==> src/rtl/hs_flow_quantizer_if.sv <==
// Pixel stream interface of the flow quantizer: flow samples in, quantized
// pixels and per-frame statistics out. The driver side uses the master
// modport and the quantizer uses the slave modport.
interface hs_flow_quantizer_if #(
    parameter int FP_WIDTH  = 26,
    parameter int CNT_WIDTH = 18
);
    logic                 io_valid_in;
    logic                 io_frame_sync_in;
    logic [FP_WIDTH-1:0]  io_data_in_u;
    logic [FP_WIDTH-1:0]  io_data_in_v;
    logic [7:0]           io_threshold;

    logic                 io_valid_out;
    logic                 io_frame_sync_out;
    logic [7:0]           io_mag;
    logic [2:0]           io_dir;
    logic                 io_stat_valid;
    logic [7:0]           io_stat_max;
    logic [CNT_WIDTH-1:0] io_stat_count;

    modport master (
        output io_valid_in, io_frame_sync_in, io_data_in_u, io_data_in_v, io_threshold,
        input  io_valid_out, io_frame_sync_out, io_mag, io_dir,
        input  io_stat_valid, io_stat_max, io_stat_count
    );

    modport slave (
        input  io_valid_in, io_frame_sync_in, io_data_in_u, io_data_in_v, io_threshold,
        output io_valid_out, io_frame_sync_out, io_mag, io_dir,
        output io_stat_valid, io_stat_max, io_stat_count
    );
endinterface

==> src/rtl/hs_flow_quantizer.sv <==
// Flow quantizer: turns the signed (u, v) optical-flow stream into an 8-bit
// saturated L1 magnitude plus a direction octant per pixel, and gathers
// per-frame peak magnitude and over-threshold pixel count.
// Stage 1 handles frame tracking and absolute values; stage 2 produces the
// magnitude, direction and statistics.
module hs_flow_quantizer #(
    parameter int FP_WIDTH     = 26,
    parameter int IMAGE_WIDTH  = 512,
    parameter int IMAGE_HEIGHT = 256,
    parameter int MAG_SHIFT    = 12,
    parameter int CNT_WIDTH    = 18
) (
    input  logic clk,
    input  logic reset,
    hs_flow_quantizer_if.slave bus
);

    typedef enum logic {
        IDLE,
        RUN
    } state_t;

    localparam logic [CNT_WIDTH-1:0] FRAME_PIXELS = CNT_WIDTH'(IMAGE_WIDTH * IMAGE_HEIGHT);

    // ---------------- stage 0: acceptance decisions ----------------
    state_t               state;
    logic [CNT_WIDTH-1:0] pix_cnt;
    logic [7:0]           thr_q;

    logic                 acc_first;
    logic                 acc_take;
    logic                 acc_last;
    logic [CNT_WIDTH-1:0] next_cnt;
    logic [FP_WIDTH-1:0]  abs_u;
    logic [FP_WIDTH-1:0]  abs_v;

    // Classify the incoming pixel and form its magnitudes of u and v.
    always_comb begin
        acc_first = bus.io_valid_in & bus.io_frame_sync_in;
        acc_take  = acc_first | (bus.io_valid_in & (state == RUN));
        next_cnt  = acc_first ? CNT_WIDTH'(1) : pix_cnt + CNT_WIDTH'(1);
        acc_last  = acc_take & (next_cnt == FRAME_PIXELS);
        // The most negative input negates to itself, which read unsigned is 2^(FP_WIDTH-1).
        abs_u = bus.io_data_in_u[FP_WIDTH-1] ? (~bus.io_data_in_u + FP_WIDTH'(1)) : bus.io_data_in_u;
        abs_v = bus.io_data_in_v[FP_WIDTH-1] ? (~bus.io_data_in_v + FP_WIDTH'(1)) : bus.io_data_in_v;
    end

    // ---------------- stage 1 registers ----------------
    logic                s1_valid;
    logic                s1_first;
    logic                s1_last;
    logic                s1_u_neg;
    logic                s1_v_neg;
    logic [FP_WIDTH-1:0] s1_abs_u;
    logic [FP_WIDTH-1:0] s1_abs_v;
    logic [7:0]          s1_thr;

    // Frame FSM and first pipeline stage; the threshold travels with each pixel
    // so a back-to-back frame start cannot disturb the previous frame's count.
    // NOTE: sequential state uses non-blocking (<=) so every register samples
    // pre-edge values regardless of statement order.
    always_ff @(posedge clk or negedge reset) begin
        if (!reset) begin
            state    <= IDLE;
            pix_cnt  <= '0;
            thr_q    <= '0;
            s1_valid <= 1'b0;
            s1_first <= 1'b0;
            s1_last  <= 1'b0;
            s1_u_neg <= 1'b0;
            s1_v_neg <= 1'b0;
            s1_abs_u <= '0;
            s1_abs_v <= '0;
            s1_thr   <= '0;
        end else begin
            s1_valid <= acc_take;
            s1_first <= acc_first;
            s1_last  <= acc_last;
            if (acc_first) begin
                thr_q <= bus.io_threshold;
            end
            if (acc_take) begin
                s1_u_neg <= bus.io_data_in_u[FP_WIDTH-1];
                s1_v_neg <= bus.io_data_in_v[FP_WIDTH-1];
                s1_abs_u <= abs_u;
                s1_abs_v <= abs_v;
                s1_thr   <= acc_first ? bus.io_threshold : thr_q;
                pix_cnt  <= acc_last ? '0 : next_cnt;
                state    <= acc_last ? IDLE : RUN;
            end
        end
    end

    // ---------------- stage 2: magnitude, direction, statistics ----------------
    logic [FP_WIDTH:0]    sum;
    logic [FP_WIDTH:0]    shr;
    logic [7:0]           mag_c;
    logic [2:0]           dir_c;
    logic                 u_ge_v;
    logic [7:0]           acc_max;
    logic [CNT_WIDTH-1:0] acc_cnt;
    logic [7:0]           acc_max_next;
    logic [CNT_WIDTH-1:0] acc_cnt_next;

    // Saturated L1 magnitude, octant, and the running frame statistics.
    always_comb begin
        sum    = {1'b0, s1_abs_u} + {1'b0, s1_abs_v};
        shr    = sum >> MAG_SHIFT;
        mag_c  = (shr > (FP_WIDTH+1)'(255)) ? 8'hFF : shr[7:0];
        u_ge_v = (s1_abs_u >= s1_abs_v);
        unique case ({s1_u_neg, s1_v_neg})
            2'b00:   dir_c = u_ge_v ? 3'd0 : 3'd1;
            2'b10:   dir_c = u_ge_v ? 3'd3 : 3'd2;
            2'b11:   dir_c = u_ge_v ? 3'd4 : 3'd5;
            default: dir_c = u_ge_v ? 3'd7 : 3'd6;
        endcase
        acc_max_next = (s1_first || (mag_c > acc_max)) ? mag_c : acc_max;
        acc_cnt_next = (s1_first ? '0 : acc_cnt) + CNT_WIDTH'(mag_c > s1_thr);
    end

    logic                 valid_q;
    logic                 sync_q;
    logic [7:0]           mag_q;
    logic [2:0]           dir_q;
    logic                 stat_valid_q;
    logic [7:0]           stat_max_q;
    logic [CNT_WIDTH-1:0] stat_count_q;

    // Output registers: pixel fields hold across gaps, statistics hold until
    // the final pixel of the next complete frame.
    always_ff @(posedge clk or negedge reset) begin
        if (!reset) begin
            valid_q      <= 1'b0;
            sync_q       <= 1'b0;
            mag_q        <= '0;
            dir_q        <= '0;
            acc_max      <= '0;
            acc_cnt      <= '0;
            stat_valid_q <= 1'b0;
            stat_max_q   <= '0;
            stat_count_q <= '0;
        end else begin
            valid_q      <= s1_valid;
            sync_q       <= s1_valid & s1_first;
            stat_valid_q <= s1_valid & s1_last;
            if (s1_valid) begin
                mag_q   <= mag_c;
                dir_q   <= dir_c;
                acc_max <= acc_max_next;
                acc_cnt <= acc_cnt_next;
                if (s1_last) begin
                    stat_max_q   <= acc_max_next;
                    stat_count_q <= acc_cnt_next;
                end
            end
        end
    end

    assign bus.io_valid_out      = valid_q;
    assign bus.io_frame_sync_out = sync_q;
    assign bus.io_mag            = mag_q;
    assign bus.io_dir            = dir_q;
    assign bus.io_stat_valid     = stat_valid_q;
    assign bus.io_stat_max       = stat_max_q;
    assign bus.io_stat_count     = stat_count_q;

endmodule

==> src/flat_wrapper.sv <==
// flat-port wrapper written by rule: the top's interface ports become plain ports
module hs_flow_quantizer_flat 
#(
    parameter int FP_WIDTH     = 26,
    parameter int IMAGE_WIDTH  = 512,
    parameter int IMAGE_HEIGHT = 256,
    parameter int MAG_SHIFT    = 12,
    parameter int CNT_WIDTH    = 18
)
  (clk, reset, bus_io_valid_in, bus_io_frame_sync_in, bus_io_data_in_u, bus_io_data_in_v, bus_io_threshold, bus_io_valid_out, bus_io_frame_sync_out, bus_io_mag, bus_io_dir, bus_io_stat_valid, bus_io_stat_max, bus_io_stat_count);
  hs_flow_quantizer_if #(.FP_WIDTH(FP_WIDTH), .CNT_WIDTH(CNT_WIDTH)) bus_i ();
  input  logic clk;
  input  logic reset;
  input wire logic [$bits(bus_i.io_valid_in)-1:0] bus_io_valid_in;
  input wire logic [$bits(bus_i.io_frame_sync_in)-1:0] bus_io_frame_sync_in;
  input wire logic [$bits(bus_i.io_data_in_u)-1:0] bus_io_data_in_u;
  input wire logic [$bits(bus_i.io_data_in_v)-1:0] bus_io_data_in_v;
  input wire logic [$bits(bus_i.io_threshold)-1:0] bus_io_threshold;
  output wire logic [$bits(bus_i.io_valid_out)-1:0] bus_io_valid_out;
  output wire logic [$bits(bus_i.io_frame_sync_out)-1:0] bus_io_frame_sync_out;
  output wire logic [$bits(bus_i.io_mag)-1:0] bus_io_mag;
  output wire logic [$bits(bus_i.io_dir)-1:0] bus_io_dir;
  output wire logic [$bits(bus_i.io_stat_valid)-1:0] bus_io_stat_valid;
  output wire logic [$bits(bus_i.io_stat_max)-1:0] bus_io_stat_max;
  output wire logic [$bits(bus_i.io_stat_count)-1:0] bus_io_stat_count;
  assign bus_i.io_valid_in = bus_io_valid_in;
  assign bus_i.io_frame_sync_in = bus_io_frame_sync_in;
  assign bus_i.io_data_in_u = bus_io_data_in_u;
  assign bus_i.io_data_in_v = bus_io_data_in_v;
  assign bus_i.io_threshold = bus_io_threshold;
  assign bus_io_valid_out = bus_i.io_valid_out;
  assign bus_io_frame_sync_out = bus_i.io_frame_sync_out;
  assign bus_io_mag = bus_i.io_mag;
  assign bus_io_dir = bus_i.io_dir;
  assign bus_io_stat_valid = bus_i.io_stat_valid;
  assign bus_io_stat_max = bus_i.io_stat_max;
  assign bus_io_stat_count = bus_i.io_stat_count;
  hs_flow_quantizer #(.FP_WIDTH(FP_WIDTH), .IMAGE_WIDTH(IMAGE_WIDTH), .IMAGE_HEIGHT(IMAGE_HEIGHT), .MAG_SHIFT(MAG_SHIFT), .CNT_WIDTH(CNT_WIDTH)) u_core (.clk(clk), .reset(reset), .bus(bus_i));
endmodule
==> config.mk <==
export PLATFORM = sky130hd
export DESIGN_NAME = hs_flow_quantizer_flat
export DESIGN_NICKNAME = d
export VERILOG_FILES = /design/src/rtl/hs_flow_quantizer_if.sv /design/src/rtl/hs_flow_quantizer.sv /design/src/flat_wrapper.sv
export SDC_FILE = /design/constraint.sdc
export NUM_CORES = 1
export LEC_CHECK = 0
export ABC_AREA = 1
export CAP_MARGIN = 10
export CORE_MARGIN = 3
export CORE_UTILIZATION = 45
export CTS_CLUSTER_DIAMETER = 200
export CTS_CLUSTER_SIZE = 30
export DETAILED_ROUTE_END_ITERATION = 8
export DONT_BUFFER_PORTS = 1
export PLACE_DENSITY_LB_ADDON = 0.2
export SLEW_MARGIN = 25
export SYNTH_ARGS = -nofsm -noshare
export SYNTH_HDL_FRONTEND = slang
export SYNTH_SLANG_ARGS = --single-unit
==> constraint.sdc <==
create_clock -name clk -period 7.6 [get_ports clk]
set_clock_uncertainty 0.1 [all_clocks]
set_input_delay 1.14 -clock clk [delete_from_list [all_inputs] [get_ports clk]]
set_output_delay 1.14 -clock clk [all_outputs]
set_load 0.02 [all_outputs]
# After elaboration in Yosys (flattened, before gate mapping)
# Cells that the tools add are included.
# totals
n_memories,0
wordCells,57
romBits,0
regBits,158
ramBits,0
latchBits,0
# classes
multipliers,0
eq_ne,3
n_div,0
shift,0
order_cmp,4
n_bitwise,8
mux,14
n_reduce_logical,3
add_sub_neg,5
# op_table
operator,n
two-way mux 18 bit,3
"adder 26 x 1 -> 26 bit, second input constant",2
two-way mux 26 bit,2
NOT 26 bit,2
adder 26 x 26 -> 27 bit,1
>= comparator 26 bit,1
two-way mux 8 bit,3
adder 18 x 1 -> 18 bit,1
"adder 18 x 1 -> 18 bit, second input constant",1
"equality test 18 bit, second input constant",1
greater-than comparator 8 bit,2
"greater-than comparator 15 x 8 -> 1 bit, second input constant",1
case mux 3 bit (3 select lines),1
bitwise AND 1 bit,5
two-way mux 1 bit,5
"equality test 2 bit, second input constant",2
logical NOT 2 bit,1
AND reduction 2 bit,1
logical OR 1 bit,1
OR 1 bit,1

# Longest topological paths before layout
# Gate-level depths: netlist of run 1.
# logic_depth
depth_word,6
mapped_depth,34

# Worst setup path before layout of run 1
# Ideal clock, no wire load.
# synth_path
path_kind,register to register
startpoint,register u_core.s1_abs_v[13]
endpoint,register u_core.acc_cnt[16]
setup_time_ns,0.083
path_buffers,0
setup_slack_ns,2.962
arrival_ns,4.455
path_stages_with_launch,32
period_less_slack_ns,4.638
required_time_ns,7.417
path_cell_list,dfrtp_1 -> inv_1 -> ha_1 -> nor2_2 -> inv_1 -> nor2_1 -> inv_1 -> nor2_2 -> nand2_1 -> a21oi_2 -> nor2_2 -> nand2_1 -> nand3_1 -> nor3_2 -> nand3_1 -> ha_1 -> nand2_1 -> o21ai_0 -> a21oi_1 -> nand3b_1 -> a31oi_1 -> ha_1 -> ha_1 -> nand4_1 -> nor3_2 -> nand4_1 -> nor3_2 -> nand2_1 -> nor3_2 -> xor2_1 -> nand2_1 -> o21ai_0
# synth_via
elab_chain_cells,5
# synth_lines
element,line,source
start: declaration,hs_flow_quantizer.sv:55,logic [FP_WIDTH-1:0] s1_abs_v;
start signal: assignment,hs_flow_quantizer.sv:86,s1_abs_v <= abs_v;
adder 26 x 26 -> 27 bit (*),hs_flow_quantizer.sv:107,"sum = {1'b0, s1_abs_u} + {1'b0, s1_abs_v};"
greater-than comparator 15 x 8 -> 1 bit,hs_flow_quantizer.sv:109,mag_c = (shr > (FP_WIDTH+1)'(255)) ? 8'hFF : shr[7:0];
two-way mux 8 bit (*),hs_flow_quantizer.sv:109,
named net u_core.mag_c[3],hs_flow_quantizer.sv:97,logic [7:0] mag_c;
greater-than comparator 8 bit (*),hs_flow_quantizer.sv:118,acc_cnt_next = (s1_first ? '0 : acc_cnt) + CNT_WIDTH'(mag_c > s1_thr);
adder 18 x 1 -> 18 bit (*),hs_flow_quantizer.sv:118,
end signal: assignment,hs_flow_quantizer.sv:150,acc_cnt <= acc_cnt_next;
end: declaration,hs_flow_quantizer.sv:101,logic [CNT_WIDTH-1:0] acc_cnt;
# The timed path passes the listed nets; every way through them passes the cells marked *.
# A chain may end at the register's enable or synchronous reset.

# Final worst setup path of run 1
# layout_path
startpoint,register u_core.s1_abs_v[12]
endpoint,register u_core.acc_cnt[16]
# The elaborated chain is that of the path after synthesis.

==> summary.txt, run 1 <==
Routed wire per std cell: 15.3 µm
Yosys cell types: 48
worst slew pin tran: 0.775 ns
cts bufs inserted: 17
unrepaired setup endpoints after global routing: false
cell with the largest stage delay on the worst path: dfrtp_1
kind of critical path: flop to flop
grt total ovfl: 0
status: finished, final reports clean
ANT nets after route: 0
Syn Inst Count: 1506
Slew Limit Fails: 0
layout cells sized above 1: 5.79%
CTS H-Tree Depth: 4
clock sink count: 158
post-synthesis adder-cell area fraction: 8.90%
Final WS setup: 2.13 ns
final setup fails: 0
mapped cell area: 0.0108 mm²
largest family of logic cells by synthesized area: simple AND/OR/NAND/NOR gates
vias after detailed routing: 9456
I/O pin total: 104
P per Cell Area: 256 mW/mm²
Top delay family on crit path: simple AND/OR/NAND/NOR gates
Hold Path Class: primary input to async pin
simple-gate portion of the synthesized area: 30.0%
die width: 161 µm
crit path launch type: flop
Achievable Freq: 0.183 GHz
Syn Area/Cell: 7.19 µm²
largest net degree at the start of global routing: 159
hold-fix buffers at CTS: 0
WP data required: 7.85 ns
Max-cap violations: 0
Worst setup EP type: flop
hold_ws: 0.317 ns
overall die height: 161 µm
fillcell total: 2433
CTS resizes: 0
Hold Vio Cnt, Final: 0
multiplexer share of the synthesized area: 0%
Crit. Startpoint: u_core.s1_abs_v[12]
vias in the first global route: 9171
EDFF count, synth: 0
WL final: 27.9 mm
Starting Density: 46.0%
DRC Markers: 0
All-Layer GR Usage: 21.9%
TritonRoute pass-1 iters: 6
crit-path most repeated cell: nand2_1
# Post-CTS Setup Buffers: 0
# port buffers: 0
Detail Placement HPWL: 20.9 mm
Leak: 5.72 nW
buffer and inverter count on the worst path: 2
clk root buf: clkbuf_16
CTS tree: yes
Synth Net Count: 1647
Worst-path clk slew: 0.07 ns
period utilization: 72.0%
Critical Path Max Stage Delay: 0.39 ns
Final Instance Count excl. Fillers: 1821
WP data arrival: 5.72 ns
Synth Register Bits: 158
DRT iter0 DRCs: 689
Period minus WS final: 5.47 ns
area fraction in compound gates after synthesis: 11.1%
final setup TNS: 0 ns
antenna violations before repair: 3
Max IR drop VDD: 0.137 mV
sequential fraction of the synthesis area: 36.5%
Core Footprint: 0.0235 mm²
num rows: 56
worst-skew pair later-pin latency: 0.43 ns
routed vias/inst: 5.19
GPL Wtd Cong: 0.920
Placement Setup Slack: 2.24 ns
CTS max path bufs: 2
diode count: 0
total number of yosys warnings: 0
Worst slew margin: 48.3%
reg2reg start: u_core.s1_abs_v[12]
NumNets Final: 1630
first-pass GRT wire length: 46.4 mm
Critical Path Fanout Max: 8
async set-or-reset flop fraction in the synthesized netlist: 100%
Die ar.: 0.0259 mm²
placed cell count: 1789
Syn-to-layout area delta: 7.87%
Primary FF master, synth: dfrtp_1
XOR/XNOR Fraction of Synth Area: 4.86%
-- layout by cell type, fill, tap and decap left out, drive strengths merged, types with 2 or more instances in the layout --
cell and n:
nand2 436, inv 203, dfrtp 158, nor2 150, o21ai 141, ha 77, nand3 73, a21oi 52
xor2 43, nand4 32, nor3 24, xnor2 17, clkbuf 17, nor4 13, o21bai 11, clkinv 10
nand3b 8, a31oi 7, or2 5, buf 4, o31ai 3, o211ai 3, and3 2, nor3b 2
o41ai 2, nor4b 2
-- logic make-up after synthesis --
family / count (synthesis)
AND/OR/NAND/NOR: 749
XOR/XNOR: 60
buffers and inverters: 239
flip-flops: 158
AO/OA/AOI/OAI: 223
adder cells (fa/ha/maj): 77
-- routing by layer --
metal	part of all wire, %	vias to the layer above	global-route usage [%]
met1	49	4376	32.2
li1	-	4805	-
met3	6.1	34	3.95
met2	43	241	33.1
met4	1.6	0	5.91
met5	0	-	0
-- sequential cells by signal, summed over array words and instances (netlist names), 3 cells and up --
name and flops:
u_core.s1_abs_v 26, u_core.bus.io_mag 8, u_core.s1_abs_u 26, u_core.bus.io_dir 3, u_core.s1_thr 8, u_core.bus.io_stat_count 18, u_core.thr_q 8, u_core.acc_cnt 18
u_core.pix_cnt 18, u_core.bus.io_stat_max 8, u_core.acc_max 8
-- power by group --
group          leakage [nW]  switching [mW]  internal (mW)
clock network         0.287           0.414          0.441
registers              2.00           0.106          0.955
logic                  3.43           0.733          0.339
total                  5.72            1.25           1.73
-- through the flow --
step | utilization (%) | area, µm² | power, mW
after floorplan | - | 10800 | 1.85
after global placement | 47.1 | 11100 | 2.12
after detailed placement | 47.1 | 11100 | 2.13
after CTS | 49.6 | 11700 | 2.99
after global routing | 49.6 | 11700 | 3.21
final | 49.6 | 11700 | 2.99
-- synthesized netlist by cell type (5+ instances only) --
master | n | area (µm²)
nand3b_1 | 8 | 60.1
nor2_1 | 135 | 507
o21ai_0 | 126 | 631
xnor2_1 | 17 | 149
nor2_2 | 10 | 62.6
inv_1 | 185 | 694
nor2_4 | 5 | 56.3
nor3_1 | 18 | 90.1
xor2_1 | 43 | 377
inv_2 | 11 | 41.3
nand2_1 | 434 | 1630
nor4_1 | 13 | 81.3
nand3_1 | 70 | 350
a31oi_1 | 7 | 43.8
dfrtp_1 | 158 | 3950
nand4_1 | 30 | 188
ha_1 | 77 | 963
a21oi_1 | 49 | 245
o21bai_1 | 11 | 82.6
nor3_2 | 6 | 60.1
clkbuf_1 | 31 | 116
o21ai_1 | 14 | 70.1
-- path summary, 6_finish.rpt --
kind	endpoint	slack, ns	cells after the start
setup / recovery	u_core.acc_cnt[16]	2.13	31
hold / removal	u_core.bus.io_mag[6]	0.32	0
setup reg to reg	u_core.acc_cnt[16]	2.13	31
hold reg to reg	u_core.thr_q[1]	0.38	2
max in group asynchronous	u_core.s1_abs_u[12]	6.70	0
min in group clk	u_core.thr_q[1]	0.38	2
-- layout make-up --
class	instances	area, µm²	share of cell area, %
tap	319	399	3.42
clock buffer	17	425	3.64
clock inverter	15	166	1.43
inverter	199	752	6.44
timing repair buffer	4	30.0	0.257
sequential	158	3950	33.9
multi-input combinational	1109	5950	50.9
Power figures use the tool's default switching activity.
==> inputs of run 2 (changes only) <==
==> constraint.sdc (replaced) <==
create_clock -name clk -period 4.7 [get_ports clk]
set_clock_uncertainty 0.1 [all_clocks]
set_input_delay 0.705 -clock clk [delete_from_list [all_inputs] [get_ports clk]]
set_output_delay 0.705 -clock clk [all_outputs]
set_load 0.02 [all_outputs]
==> summary.txt, run 2 (same netlist as run 1, synthesis figures left out) <==
worst slew pin tran: 0.929 ns
Starting Density: 46.0%
DRT iter0 DRCs: 770
All-Layer GR Usage: 23.6%
diode count: 0
vias after detailed routing: 10200
design area: 0.0137 mm²
cts bufs inserted: 17
worst-skew pair later-pin latency: 0.43 ns
Core Footprint: 0.0235 mm²
cell with the largest stage delay on the worst path: dfrtp_1
commonest non-fill, non-tap cell in the layout: nand2_1
Hold Path Class: primary input to async pin
Critical Path Max Stage Delay: 0.43 ns
WL final: 30.3 mm
Max IR drop VDD: 0.301 mV
fillcell total: 2165
Die ar.: 0.0259 mm²
Worst-path clk slew: 0.07 ns
status: finished, violations left
WP data arrival: 5.23 ns
die width: 161 µm
biggest regs: u_core.s1_abs_u (26), u_core.s1_abs_v (26)
commonest cells after routing, fill and taps aside: nand2_1, buf_4, inv_1, dfrtp_1, o21ai_0
crit path launch type: flop
antenna violations before repair: 1
Syn-to-layout area delta: 27.0%
overall die height: 161 µm
Routed wire per std cell: 15.3 µm
CTS max path bufs: 2
grt total ovfl: 0
largest net degree at the start of global routing: 159
DRC Markers: 0
Slew Limit Fails: 0
reg2reg path depth: 38
GPL Wtd Cong: 0.920
CTS tree: yes
first-pass GRT wire length: 49.9 mm
placed cell areas: 0.0120 mm²
CTS H-Tree Depth: 4
Worst setup EP type: flop
ANT nets after route: 0
Detail Placement HPWL: 21.6 mm
kind of critical path: flop to flop
NumNets Final: 1794
WP data required: 4.97 ns
num rows: 56
Worst slew margin: 38.0%
TritonRoute pass-1 iters: 5
Max-cap violations: 0
routed vias/inst: 5.16
vias in the first global route: 9871
Achievable Freq: 0.202 GHz
reg2reg setup slack: -0.26 ns
clock sink count: 158
failing checks: negative setup slack
final setup fails: 36
final setup TNS: -6.04 ns
unrepaired setup endpoints after global routing: true
crit-path most repeated cell: buf_4
layout cells sized above 1: 24.1%
reg2reg start: u_core.s1_abs_u[4]
I/O pin total: 104
Final WS setup: -0.261 ns
clk root buf: clkbuf_16
P per Cell Area: 435 mW/mm²
Worst R2R End: u_core.bus.io_mag[4]
period utilization: 106%
# port buffers: 0
Critical Path Fanout Max: 6
Period minus WS final: 4.96 ns
Leak: 6.58 nW
Hold Vio Cnt, Final: 0
[run 2: layout make-up]
type,instances,area [µm²],area share [%]
Clock inverter,14,151,1.10
Inverter,199,754,5.49
Multi-Input combinational cell,1109,6760,49.2
Clock buffer,17,425,3.10
Tap cell,319,399,2.90
Sequential cell,158,3950,28.8
Timing Repair Buffer,168,1300,9.46
[run 2: how the worst max path moves through the flow]
stage	to	from	slack (ns)
after floorplan	u_core.acc_cnt[16]	u_core.s1_abs_v[13]	0.06
after global placement	u_core.acc_cnt[16]	u_core.s1_abs_v[22]	-0.09
after detailed placement	u_core.acc_cnt[15]	u_core.s1_abs_v[22]	-0.22
after CTS	u_core.acc_cnt[15]	u_core.s1_abs_u[18]	-0.03
after global routing	u_core.acc_cnt[16]	u_core.s1_abs_v[23]	-0.65
final	u_core.bus.io_mag[4]	u_core.s1_abs_u[4]	-0.26
[run 2: critical path: cells and delay by family (launching register included)]
family	cells	cell delay [ns]
compound gates	2	0.23
buf+inv	27	3.26
flops	1	0.43
simple gates	8	0.58
fa+ha+maj	1	0.31
[run 2: where the power goes]
group          leakage, nW  switching (mW)  internal, mW
registers             2.00           0.167          1.54
logic                 4.30            1.61          1.27
clock network        0.276           0.641         0.749
[run 2: routing by layer]
metal / routed length (µm) / GRT usage, % / share of wire (%)
met5: 0 / 0 / 0
met1: 14600 / 34.5 / 48
met3: 1550 / 3.90 / 5.1
met2: 13600 / 36.3 / 45
met4: 600 / 6.77 / 2.0
[run 2: per-stage QoR]
| step | power [mW] | util (%) | instances | worst slack (ns) | hold WS [ns] |
|---|---|---|---|---|---|
| final | 5.98 | 58.4 | 1984 | -0.261 | 0.132 |
| after global routing | 6.36 | 58.4 | 1984 | -0.653 | 0.199 |
| after global placement | 3.85 | 50.9 | 1908 | -0.0882 | 0.321 |
| after detailed placement | 3.88 | 50.9 | 1908 | -0.222 | 0.321 |
| after CTS | 5.66 | 56.2 | 1970 | -0.0279 | 0.236 |
| after floorplan | 3.00 | - | 1506 | 0.0619 | 0.252 |
[run 2: timing repair]
action	in CTS	in global routing
pin swaps	12	65
buffers inserted	30	16
resized for setup	78	121
hold endpoints to repair	158	0
cloned	0	0
hold buffers	1	0
endpoints found under the setup margin	14	47
==> inputs of run 3 (changes only) <==
--- a/config.mk
+++ b/config.mk
@@ -8,7 +8,7 @@
 export ABC_AREA = 1
 export CAP_MARGIN = 10
 export CORE_MARGIN = 3
-export CORE_UTILIZATION = 45
+export CORE_UTILIZATION = 25
 export CTS_CLUSTER_DIAMETER = 200
 export CTS_CLUSTER_SIZE = 30
 export DETAILED_ROUTE_END_ITERATION = 8
==> summary.txt, run 3 (same netlist as run 1, synthesis figures left out) <==
routed vias/inst: 4.47
crit path launch type: flop
Placement Setup Slack: -0.340 ns
CTS max path bufs: 2
CTS tree: yes
vias in the first global route: 9909
Sw Share: 40.7%
Leak: 6.74 nW
CTS H-Tree Depth: 4
failing checks: negative setup slack
Final WS setup: -0.0971 ns
Starting Density: 25.6%
vias after detailed routing: 10100
Int Pwr: 3.60 mW
NumNets Final: 1817
cts bufs inserted: 17
P per Cell Area: 422 mW/mm²
grt total ovfl: 0
Achievable Freq: 0.208 GHz
hold_ws: 0.0390 ns
Core Footprint: 0.0423 mm²
Max-cap violations: 0
Max IR drop VDD: 0.234 mV
Comb pwr share: 48.9%
kind of critical path: flop to flop
final setup TNS: -0.319 ns
Critical Path Max Stage Delay: 0.41 ns
Critical Path Fanout Max: 5
layout cells sized above 1: 26.8%
cell with the largest stage delay on the worst path: dfrtp_1
WP data arrival: 5.00 ns
die width: 214 µm
GPL Wtd Cong: 0.828
unrepaired setup endpoints after global routing: true
period utilization: 102%
Power Total: 6.06 mW
clock sink count: 158
Routed wire per std cell: 14.7 µm
Slew Limit Fails: 0
clk root buf: clkbuf_16
Clk network pwr share: 22.7%
Worst setup EP type: flop
overall die height: 214 µm
sequential fraction of design power: 28.4%
TritonRoute pass-1 iters: 5
fillcell total: 4503
Die ar.: 0.0458 mm²
Syn-to-layout area delta: 32.9%
biggest regs: u_core.s1_abs_u (26), u_core.s1_abs_v (26)
Hold Vio Cnt, Final: 0
diode count: 0
first-pass GRT wire length: 53.9 mm
status: finished, violations left
num rows: 75
WP data required: 4.90 ns
Worst slew margin: 25.7%
worst slew pin tran: 1.11 ns
commonest non-fill, non-tap cell in the layout: nand2_1
ANT nets after route: 0
I/O pin total: 104
DRT iter0 DRCs: 580
# port buffers: 0
largest net degree at the start of global routing: 159
final setup fails: 7
Period minus WS final: 4.80 ns
commonest cells after routing, fill and taps aside: nand2_1, buf_4, dfrtp_1
Psw: 2.47 mW
Hold Path Class: primary input to async pin
DRC Markers: 0
worst-skew pair later-pin latency: 0.45 ns
Detail Placement HPWL: 25.2 mm
Final Core Density: 34.0%
antenna violations before repair: 1
WL final: 33.2 mm
All-Layer GR Usage: 14.6%
Worst-path clk slew: 0.07 ns
==> run 3: cell types whose count changed in the layout (fill, tap and decap cells not counted), moves of 4 or more <==
| cell | delta |
|---|---|
| nor2_2 | -8 |
| inv_8 | +4 |
| inv_2 | +4 |
| nand2_1 | -11 |
| inv_1 | -5 |
| nand2_2 | +10 |
| nor2_4 | +7 |
| buf_4 | +20 |
==> run 3: metrics by stage <==
step,instances,cell area [µm²]
after detailed placement,2204,12600
after floorplan,1506,10800
final,2266,14400
after CTS,2246,13700
after global placement,2204,12600
after global routing,2266,14400
==> run 3: path summary, 6_finish.rpt <==
check	from	to	slack, ns	depth (start not counted)
worst min-delay path	reset	u_core.s1_abs_v[9]	0.04	1
max in group asynchronous	reset	u_core.s1_valid	3.51	1
min in group clk	bus_io_data_in_u[24]	u_core.s1_abs_u[25]	0.25	1
worst max-delay path	u_core.s1_abs_u[15]	u_core.acc_cnt[15]	-0.1	30
worst min register to register	u_core.thr_q[3]	u_core.thr_q[3]	0.38	2
worst max register to register	u_core.s1_abs_u[15]	u_core.acc_cnt[15]	-0.1	30
==> run 3: final cells by class <==
type / instances / area (µm²) / area share, %
sequential: 158 / 3960 / 27.5
timing repair buffer: 191 / 1500 / 10.4
clock buffer: 17 / 425 / 2.96
clock inverter: 15 / 145 / 1.01
inverter: 199 / 757 / 5.26
tap: 577 / 722 / 5.02
multi-input combinational: 1109 / 6880 / 47.8
==> run 3: worst max-delay path, delay by kind of cell (launching register included) <==
family / cells / cell delay [ns]
and+or+nand+nor: 20 / 2.38
xor gates and xnor gates: 1 / 0.14
adders and majority gates: 3 / 0.89
DFF: 1 / 0.41
buffers and inverters: 1 / 0.07
AOI/OAI and AO/OA: 5 / 0.64
==> run 3: per-layer routing <==
layer / vias to the layer above / routed length [µm] / GRT usage (%)
li1: 5194 / - / -
met1: 4716 / 17100 / 21.3
met2: 182 / 14200 / 21.9
met3: 36 / 1360 / 3.07
met4: 2 / 508 / 4.06
met5: - / 13 / 0
==> run 3: power by group through the flow <==
stage	combinational, mW	clock, mW	sequential, mW
after global placement	2.34	0	1.72
after floorplan	1.31	0	1.69
final	2.96	1.38	1.72
after detailed placement	2.35	0	1.73
after global routing	3.29	1.49	1.76
after CTS	2.64	1.43	1.72
==> run 3: timing repair <==
item	4_1_cts	5_1_grt
pin swaps	13	54
setup endpoints to repair	18	26
resized for setup	86	148
hold endpoints to repair	158	0
setup buffers	9	19
hold buffers	1	0
==> variant, RTL diff (settings of run 2) <==
`CNT_WIDTH` is set to 18 in 3 places; all go to 22.
--- a/src/rtl/hs_flow_quantizer_if.sv
+++ b/src/rtl/hs_flow_quantizer_if.sv
@@ -4,5 +4,5 @@
 interface hs_flow_quantizer_if #(
     parameter int FP_WIDTH  = 26,
-    parameter int CNT_WIDTH = 18
+    parameter int CNT_WIDTH = 22
 );
     logic                 io_valid_in;
--- a/src/rtl/hs_flow_quantizer.sv
+++ b/src/rtl/hs_flow_quantizer.sv
@@ -9,5 +9,5 @@
     parameter int IMAGE_HEIGHT = 256,
     parameter int MAG_SHIFT    = 12,
-    parameter int CNT_WIDTH    = 18
+    parameter int CNT_WIDTH    = 22
 ) (
     input  logic clk,
--- a/src/flat_wrapper.sv
+++ b/src/flat_wrapper.sv
@@ -6,5 +6,5 @@
     parameter int IMAGE_HEIGHT = 256,
     parameter int MAG_SHIFT    = 12,
-    parameter int CNT_WIDTH    = 18
+    parameter int CNT_WIDTH    = 22
 )
   (clk, reset, bus_io_valid_in, bus_io_frame_sync_in, bus_io_data_in_u, bus_io_data_in_v, bus_io_threshold, bus_io_valid_out, bus_io_frame_sync_out, bus_io_mag, bus_io_dir, bus_io_stat_valid, bus_io_stat_max, bus_io_stat_count);
Interface: changed (resized bus_io_stat_count); port bits go from 104 to 108. No check against the original RTL was run, so the function may have changed too.
==> variant against run 2 <==
  * Area after synthesis increased by 6.5%
  * Non-clock buffer count is 43 lower
  * Wire length increased by 3.5%
  * Design area increased by 2.6%
  * Worst setup slack gained 210 ps
  * The run ends with hold timing, setup timing left
  * Critical endpoint is now u_core.bus.io_stat_count[17]$_DFFE_PN0P_
  * Sequential cell count rose by 12
  * Power is 3.8% lower
  * Fmax rose by 4.4%
==> variant: results (changes against run 2) <==
logic_synthesis:
  synth_area_leaders: "dfrtp_1, nand2_1, ha_1"
  average_instance_area_after_synthesis_um2: 7.14  # -0.58%
  ys_seq_area_share_pct: 36.9  # +0.38 points
  mappedNetlistNets: 1754  # +6.5%
  synth_common_cells: "nand2_1, inv_1, dfrtp_1"
  post_synth_num_cell_types: 47  # -2.1%
placement:
  place_inst: 1977  # +3.6%
  gpl.final_weighted_congestion: 0.926  # +0.64%
  place_hpwl_um: 23000  # +6.3%
  pre_cts_ws_ps: -264  # -41.6 ps
  instance_area_at_placement_um2: 12400  # +3.4%
sta:
  finalHoldWorstSlack_ps: -138  # -269 ps
  finalSetupViolCount: 9  # -75%
  maxSlewHeadroom_pct: 42.1  # +4.0 points
  timing.final.ws_setup_ps: -51.3  # +209 ps
  hold_viol: 170  # +170
  fin_setup_tns_ps: -250  # +5790 ps
critical_path:
  timing.reg2reg.worst_path_depth: 27  # -29%
  critical_path.top_delay_family: "simple AND/OR/NAND/NOR gates"
  crit-reg2reg-launch: "u_core.s1_abs_u[13]$_DFFE_PN0P_"
  timing.critical_path.buf_inv: 5  # -81%
  cp_max_fo: 8  # +2
  critPathArrivalTime_ps: 5030  # -200 ps
  worst_r2r_endpoint: "u_core.bus.io_stat_count[17]$_DFFE_PN0P_"
  reg2reg_slack_ps: -50  # +210 ps
global_route:
  gr-usage-all-layers_pct: 22.5  # -1.1 points
  vias_in_the_first_global_route: 10200  # +3.6%
  grt_max_degree: 171  # +7.5%
  grt_pass1_wl_um: 51700  # +3.6%
  antenna_found_initial: 0  # -1
cells_and_area:
  final_net_count: 1856  # +3.5%
  layout.filler_cells: 2325  # +7.4%
  finalNonFillerCells: 2052  # +3.4%
  drive_gt1_share_pct: 20.2  # -3.9 points
power:
  irDropWorstVdd_mv: 0.260  # -14%
  power_report.internal_total_uw: 3460  # -2.9%
  p_leak_uw: 0.00685  # +4.1%
outcome:
  failed_checks: "hold timing, setup timing"
  status: "finished, violations left"
drt:
  detailedRoute.firstIterationViolations: 774  # +0.52%
## variant: how the worst max path moves through the flow
stage	to	slack, ps	depth (start not counted)	from
2_1_floorplan	u_core.acc_cnt[16]$_DFFE_PN0P_	440	29	u_core.s1_abs_v[19]$_DFFE_PN0P_
3_3_place_gp	u_core.acc_cnt[16]$_DFFE_PN0P_	-130	29	u_core.s1_abs_v[20]$_DFFE_PN0P_
3_5_place_dp	u_core.acc_cnt[16]$_DFFE_PN0P_	-260	29	u_core.s1_abs_v[20]$_DFFE_PN0P_
4_1_cts	u_core.acc_cnt[16]$_DFFE_PN0P_	-80	29	u_core.s1_abs_u[13]$_DFFE_PN0P_
5_1_grt	u_core.acc_cnt[16]$_DFFE_PN0P_	-360	29	u_core.s1_abs_u[15]$_DFFE_PN0P_
6_report	u_core.bus.io_stat_count[17]$_DFFE_PN0P_	-50	27	u_core.s1_abs_u[13]$_DFFE_PN0P_
## variant: cells by family after synthesis
family | Yosys count | share of synthesized area [%]
fa+ha+maj | 77 | 8.36
buf+inv | 254 | 8.37
compound gates | 225 | 10.8
flops | 170 | 36.9
simple gates | 828 | 31.1
xor+xnor | 59 | 4.48
## variant: power by group through the flow
| stage | sequential [uW] | clock (uW) | combinational, uW |
|---|---|---|---|
| floorplan | 1790 | 0 | 1290 |
| global placement | 1810 | 0 | 1920 |
| detailed placement | 1810 | 0 | 1940 |
| CTS | 1800 | 1530 | 2180 |
| global route | 1840 | 1590 | 2700 |
| finish | 1810 | 1490 | 2450 |
## variant: final cells by class
class | count | area (um2) | share of cell area (%)
Multi-Input combinational cell | 1189 | 7050 | 50.0
Clock inverter | 15 | 201 | 1.43
Clock buffer | 17 | 425 | 3.02
Sequential cell | 170 | 4260 | 30.2
Tap cell | 324 | 405 | 2.87
Timing Repair Buffer | 125 | 961 | 6.81
Inverter | 212 | 801 | 5.68
## variant: metrics by stage
stage / power [uW] / hold slack [ps]
floorplan: 3070 / 272
global placement: 3730 / 321
detailed placement: 3760 / 319
CTS: 5510 / -156
global route: 6130 / -165
finish: 5750 / -138
## variant: layer usage
metal	wire length, um	vias to the layer above	track usage [%]
met5	0	-	0
met4	364	0	5.82
met3	1940	30	5.09
met2	14400	289	35.7
met1	14700	4916	31.3
li1	-	5367	-
## variant: repair_timing
item                                    CTS  global route
resized for setup                        73           110
setup buffers                            22            21
gates cloned                              0             0
hold endpoints to repair                170           170
pin swaps                                34            59
endpoints found under the setup margin   17            50
